File: src/rtl/ps2_host_tx.sv
// ps2_host_tx: PS/2 host-to-device command transmitter.
// Clock inhibit, request-to-send, 11-edge shift-out, ACK check and timeout.
module ps2_host_tx #(
    parameter int INHIBIT_CYCLES = 5000,
    parameter int TIMEOUT_CYCLES = 1000000
) (
    input  logic       clk,
    input  logic       reset,
    input  logic [7:0] tx_data,
    input  logic       tx_start,
    output logic       busy,
    output logic       done,
    output logic       error,
    input  logic       ps2k_clk,
    input  logic       ps2k_data,
    output logic       ps2k_clk_oe,
    output logic       ps2k_data_oe
);
    localparam int MAXC = INHIBIT_CYCLES > TIMEOUT_CYCLES ? INHIBIT_CYCLES : TIMEOUT_CYCLES;
    localparam int CW = $clog2(MAXC + 1);
    localparam logic [CW-1:0] INH_LAST = CW'(INHIBIT_CYCLES - 1);
    localparam logic [CW-1:0] TO_LAST = CW'(TIMEOUT_CYCLES - 1);
    localparam logic [2:0] IDLE = 3'd0, INHIBIT = 3'd1, REQ = 3'd2, DATA = 3'd3,
                           PARITY = 3'd4, STOP = 3'd5, ACK = 3'd6, WAIT_IDLE = 3'd7;
    logic [2:0]    state_q, state_d;
    logic [CW-1:0] cnt_q, cnt_d;
    logic [3:0]    bit_q, bit_d;
    logic [7:0]    sh_q, sh_d;
    logic          par_q, par_d, dat_q, dat_d, ack_q, ack_d;
    logic          done_q, done_d, err_q, err_d;
    logic [1:0]    cs_q, ds_q;
    logic          cprev_q;
    logic          fall, timeout, inh_last;
    assign fall     = cprev_q & ~cs_q[1];
    assign timeout  = state_q >= REQ && cnt_q == TO_LAST;
    assign inh_last = state_q == INHIBIT && cnt_q == INH_LAST;
    assign busy         = state_q != IDLE;
    assign done         = done_q;
    assign error        = err_q;
    assign ps2k_clk_oe  = state_q == INHIBIT;
    // start bit goes out in the final inhibit cycle, ahead of the registered data driver
    assign ps2k_data_oe = dat_q | inh_last;
    always_comb begin
        state_d = state_q;
        cnt_d   = cnt_q + 1'b1;
        bit_d   = bit_q;
        sh_d    = sh_q;
        par_d   = par_q;
        dat_d   = dat_q;
        ack_d   = ack_q;
        done_d  = 1'b0;
        err_d   = 1'b0;
        if (timeout) begin
            state_d = IDLE;
            dat_d   = 1'b0;
            err_d   = 1'b1;
        end else begin
            case (state_q)
                IDLE: begin
                    cnt_d = '0;
                    bit_d = '0;
                    if (tx_start) begin
                        sh_d    = tx_data;
                        par_d   = ~^tx_data;
                        state_d = INHIBIT;
                    end
                end
                INHIBIT: if (inh_last) begin
                    state_d = REQ;
                    cnt_d   = '0;
                    dat_d   = 1'b1;
                end
                REQ, DATA, PARITY, STOP: if (fall && bit_q != 4'd11) begin
                    bit_d = bit_q + 4'd1;
                    if (state_q == STOP) begin
                        ack_d   = ds_q[1];
                        state_d = ACK;
                    end else if (state_q == PARITY) begin
                        dat_d   = 1'b0;
                        state_d = STOP;
                    end else if (bit_q == 4'd8) begin
                        dat_d   = ~par_q;
                        state_d = PARITY;
                    end else begin
                        dat_d   = ~sh_q[0];
                        sh_d    = sh_q >> 1;
                        state_d = DATA;
                    end
                end
                ACK: begin
                    state_d = ack_q ? IDLE : WAIT_IDLE;
                    err_d   = ack_q;
                end
                WAIT_IDLE: if (cs_q[1] && ds_q[1]) begin
                    state_d = IDLE;
                    done_d  = 1'b1;
                end
                default: state_d = IDLE;
            endcase
        end
    end
    always_ff @(posedge clk or negedge reset) begin
        if (!reset) begin
            state_q <= IDLE;
            cnt_q   <= '0;
            bit_q   <= '0;
            sh_q    <= '0;
            par_q   <= 1'b0;
            dat_q   <= 1'b0;
            ack_q   <= 1'b1;
            done_q  <= 1'b0;
            err_q   <= 1'b0;
            cs_q    <= 2'b11;
            ds_q    <= 2'b11;
            cprev_q <= 1'b1;
        end else begin
            state_q <= state_d;
            cnt_q   <= cnt_d;
            bit_q   <= bit_d;
            sh_q    <= sh_d;
            par_q   <= par_d;
            dat_q   <= dat_d;
            ack_q   <= ack_d;
            done_q  <= done_d;
            err_q   <= err_d;
            cs_q    <= {cs_q[0], ps2k_clk};
            ds_q    <= {ds_q[0], ps2k_data};
            cprev_q <= cs_q[1];
        end
    end
endmodule

File: config.mk
export PLATFORM = sky130hd
export DESIGN_NAME = ps2_host_tx
export DESIGN_NICKNAME = d
export VERILOG_FILES = /design/src/rtl/ps2_host_tx.sv
export SDC_FILE = /design/constraint.sdc
export NUM_CORES = 1
export LEC_CHECK = 0
export ABC_AREA = 1
export CELL_PAD_IN_SITES_DETAIL_PLACEMENT = 1
export CELL_PAD_IN_SITES_GLOBAL_PLACEMENT = 2
export CORE_ASPECT_RATIO = 1.75
export CORE_MARGIN = 2
export CORE_UTILIZATION = 35
export DETAILED_ROUTE_END_ITERATION = 7
export GPL_TIMING_DRIVEN = 0
export PLACE_DENSITY_LB_ADDON = 0.2
export SLEW_MARGIN = 20
export SYNTH_ARGS = -nofsm -noshare
export SYNTH_HDL_FRONTEND = slang
export SYNTH_SLANG_ARGS = --single-unit
export TNS_END_PERCENT = 20
File: constraint.sdc
create_clock -name clk -period 2.1 [get_ports clk]
set_input_delay 0.42 -clock clk [delete_from_list [all_inputs] [get_ports clk]]
set_output_delay 0.42 -clock clk [all_outputs]
set_load 0.1 [all_outputs]
==> flow_summary_export.csv <==
group,metric,value,unit
setup_path,crit_arrival,1.64,ns
synth,yosys_warnings,0,
route,drc,0,
setup_path,start_kind,"flip-flop",
floorplan,io_pins,18,
synth,synth_seq_cells,45,
pwr,peakVddDrop,0.433,mV
setup_path,crit_path_top_delay_cell,"dfrtp_1",
sta,period_share,97.9,%
pwr,p_leak,1.53,nW
cts,clock_latency,0.29,ns
hold_path,worst_hold_path_type,"primary input to asynchronous set/reset pin",
finish,fin_util,42.5,%
setup_path,crit_buf_inv,2,
route,wirelength,6840,um
setup_path,r2r-start,"cnt_q[0]",
route,vias_per_cell,5.00,
status,status,"finished clean",
setup_path,end_kind,"output port",
synth,synth.mux.area_fraction,2.62,%
floorplan,initial_core_util,35.8,%
pwr,power.density,1090,nW/um^2
finish,nNetsFinal,388,
synth,synth_fp_nets,361,
sta,final.min_clock_period,2.06,ns
place,hpwlAfterDp,5520,um
cts,cts_tree,"yes",
sta,maxSlewViolCount,0,
floorplan,fp.dieH,120,um
synth,avgSynthCellArea,7.80,um^2
floorplan,die_x,70.1,um
setup_path,crit_end,"ps2k_data_oe",
cts,clock-root-buffer,"clkbuf_16",
cts,clock-sinks,45,
sta,max_freq,486,MHz
synth,synth_cell_types,35,
grt,first_global_vias,2510,
synth,synth-compound-area-share,6.41,%
sta,clock-skew-final,0.00838,ns
setup_path,path_class,"flip-flop to output port",
finish,multi_input_area,1310,um^2
synth,synth_xor_area_share,4.91,%
sta,layout_setup_ws,0.0436,ns
setup_path,cp_common_cell,"nand2_2",
synth,synth_top_family_by_area,"simple AND/OR/NAND/NOR gates",
synth,netlist_area,2670,um^2
finish,num_antenna_cells,0,
finish,seqCellArea,1140,um^2
setup_path,cp_max_fo,3,
synth,synth_simple_gate_area_share,32.1,%
grt,grt_max_degree,26,
run,cap_viol_max_count,0,
finish,area_delta_synth_final,18.6,%
sta,maxSlewHeadroom,36.2,%
setup_path,r2r_cells,12,
place,pre_cts_ws,-0.672,ns
route,vias,2296,
setup_path,r2r_end,"cnt_q[18]",
place,port-buffer-count,17,
finish,final_layout_size_suffix_gt1_share,15.9,%
sta,worst_pin_slew,0.960,ns
grt,antenna_found_initial,0,
synth,ys_async_sr_fraction,100,%
place,gp_congestion,0.807,
route,drtPass1Iterations,4,
synth,synthAdderAreaFrac,2.34,%
setup_path,path_delay_family,"simple AND/OR/NAND/NOR gates",
cts,clk_pin_slew,0.06,ns
route,wl_per_cell,14.9,um
sta,finalSetupViolations,0,
setup_path,crit_required,1.68,ns
synth,yosysSeqAreaShare,42.4,%
sta,hold_viol,0,
setup_path,cp_num_cells,8,
setup_path,crit_path_start,"cnt_q[0]",
route,drt-initial-drc-count,54,
grt,grt_pass1_wl,11800,um
cts,cts_buffer_depth,2,
floorplan,rows,42,
floorplan,die-area,8380,um^2
synth,synth-edff-count,0,
setup_path,slowest_delay,0.38,ns
setup_path,r2r_setup_slack,0.17,ns
synth,ys.flop_type,"dfrtp_1",
finish,n_fill_cell,939,
synth,synth_cells,343,
grt,grt_usage,18.1,%
setup_path,crit_chain,"ha_2 > nand2_2 > inv_1 > nand2_1 > nor2_2 > nand3_2 > nand2_2 > buf_12",
grt,globalRouteOverflowTotal,0,
route,postRouteAntennaNets,0,
sta,grt_setup_unrepaired,"true",
floorplan,core_area,7460,um^2
cts,cts_buffers,5,
cts,htreeDepth,2,
## metal layers
layer / GRT usage, % / share of wire (%)
met2: 36.1 / 60
met3: 2.94 / 2.1
met4: 9.25 / 3.3
met5: 0 / 0
met1: 17.1 / 35
## sequential cells by signal (all words and copies together) (netlist names)
| register | count |
|---|---|
| ack_q | 1 |
| bit_q | 4 |
| cnt_q | 20 |
| cprev_q | 1 |
| cs_q | 2 |
| dat_q | 1 |
| done | 1 |
| ds_q | 2 |
| error | 1 |
| par_q | 1 |
| sh_q | 8 |
| state_q | 3 |
## how the worst min path moves through the flow
stage | to | slack (ns)
floorplan | bit_q[0] | 0.12
global placement | ds_q[1] | 0.35
detailed placement | cs_q[1] | 0.35
CTS | state_q[2] | 0.11
global route | state_q[2] | 0.12
finish | done | 0.1
## cell type report
| class | count | share of cell area (%) |
|---|---|---|
| multi-input combinational | 238 | 41.2 |
| sequential | 45 | 35.8 |
| inverter | 55 | 6.51 |
| timing repair buffer | 20 | 6.43 |
| clock buffer | 6 | 4.06 |
| tap | 88 | 3.47 |
| buffer | 5 | 1.34 |
| clock inverter | 2 | 1.10 |
## kinds of logic (layout without fill, tap and decap cells)
| logic type | after synthesis | in the layout |
|---|---|---|
| AOI/OAI and AO/OA | 26 | 26 |
| and+or+nand+nor | 185 | 185 |
| muxes | 7 | 7 |
| xor gates and xnor gates | 15 | 15 |
| buffers and inverters | 60 | 88 |
| adders and majority gates | 5 | 5 |
| DFF | 45 | 45 |
## metrics by stage
stage | cell area, um^2 | instances | setup TNS (ns) | hold WS (ns) | power (mW)
after floorplan | 2670 | 343 | 0 | 0.124 | 2.20
after global placement | 2950 | 448 | -32.09 | 0.346 | 2.55
after detailed placement | 2970 | 449 | -1.30 | 0.347 | 2.58
after CTS | 3140 | 457 | -0.0436 | 0.110 | 3.49
after global routing | 3170 | 459 | -0.0603 | 0.124 | 3.71
final | 3170 | 459 | 0 | 0.0965 | 3.46
## what timing repair did
item | 4_1_cts | 5_1_grt
setup endpoints to repair | 5 | 4
setup buffers | 0 | 2
pin swaps | 0 | 2
hold buffers | 0 | 0
resized for setup | 20 | 7
hold endpoints to repair | 0 | 0
## placed cells by master, fill, tap and decap left out, types with 2 or more instances in the layout
master           netlist  final
nor3_2                 1      2
a21oi_1                4      4
clkdlybuf4s50_1        0     11
nand2_1               83     81
o21ai_2                8      8
o21ai_0               10     10
buf_4                  1      3
nand3b_1               2      2
clkbuf_16              0      5
buf_2                  2      4
nor2_1                36     35
dfrtp_2                0      2
dlygate4sd2_1          0      2
nand4_1               14     14
nand2_2                3      5
or2_2                  3      3
inv_2                  5      5
inv_1                 50     50
nor3_1                 7      6
buf_12                 1      3
mux2i_1                7      7
nand3_1               29     29
ha_1                   5      4
dfstp_2                6      6
xor2_1                 7      7
nor2_2                 1      2
xnor2_1                8      8
dfrtp_1               39     37
## synthesized netlist by cell type, types with 4 or more instances
cell	count	area share [%]
nand2_1	83	12
inv_1	50	7.0
dfrtp_1	39	36
nor2_1	36	5.1
nand3_1	29	5.4
nand4_1	14	3.3
o21ai_0	10	1.9
o21ai_2	8	2.6
xnor2_1	8	2.6
mux2i_1	7	2.6
nor3_1	7	1.3
xor2_1	7	2.3
dfstp_2	6	5.9
ha_1	5	2.3
inv_2	5	0.70
a21oi_1	4	0.75
## report_power, final
part           internal (mW)  switching (mW)
combinational          0.488           0.955
sequential              1.03           0.114
clock                  0.560           0.322
total                   2.07            1.39
Power figures use the tool's default switching activity.
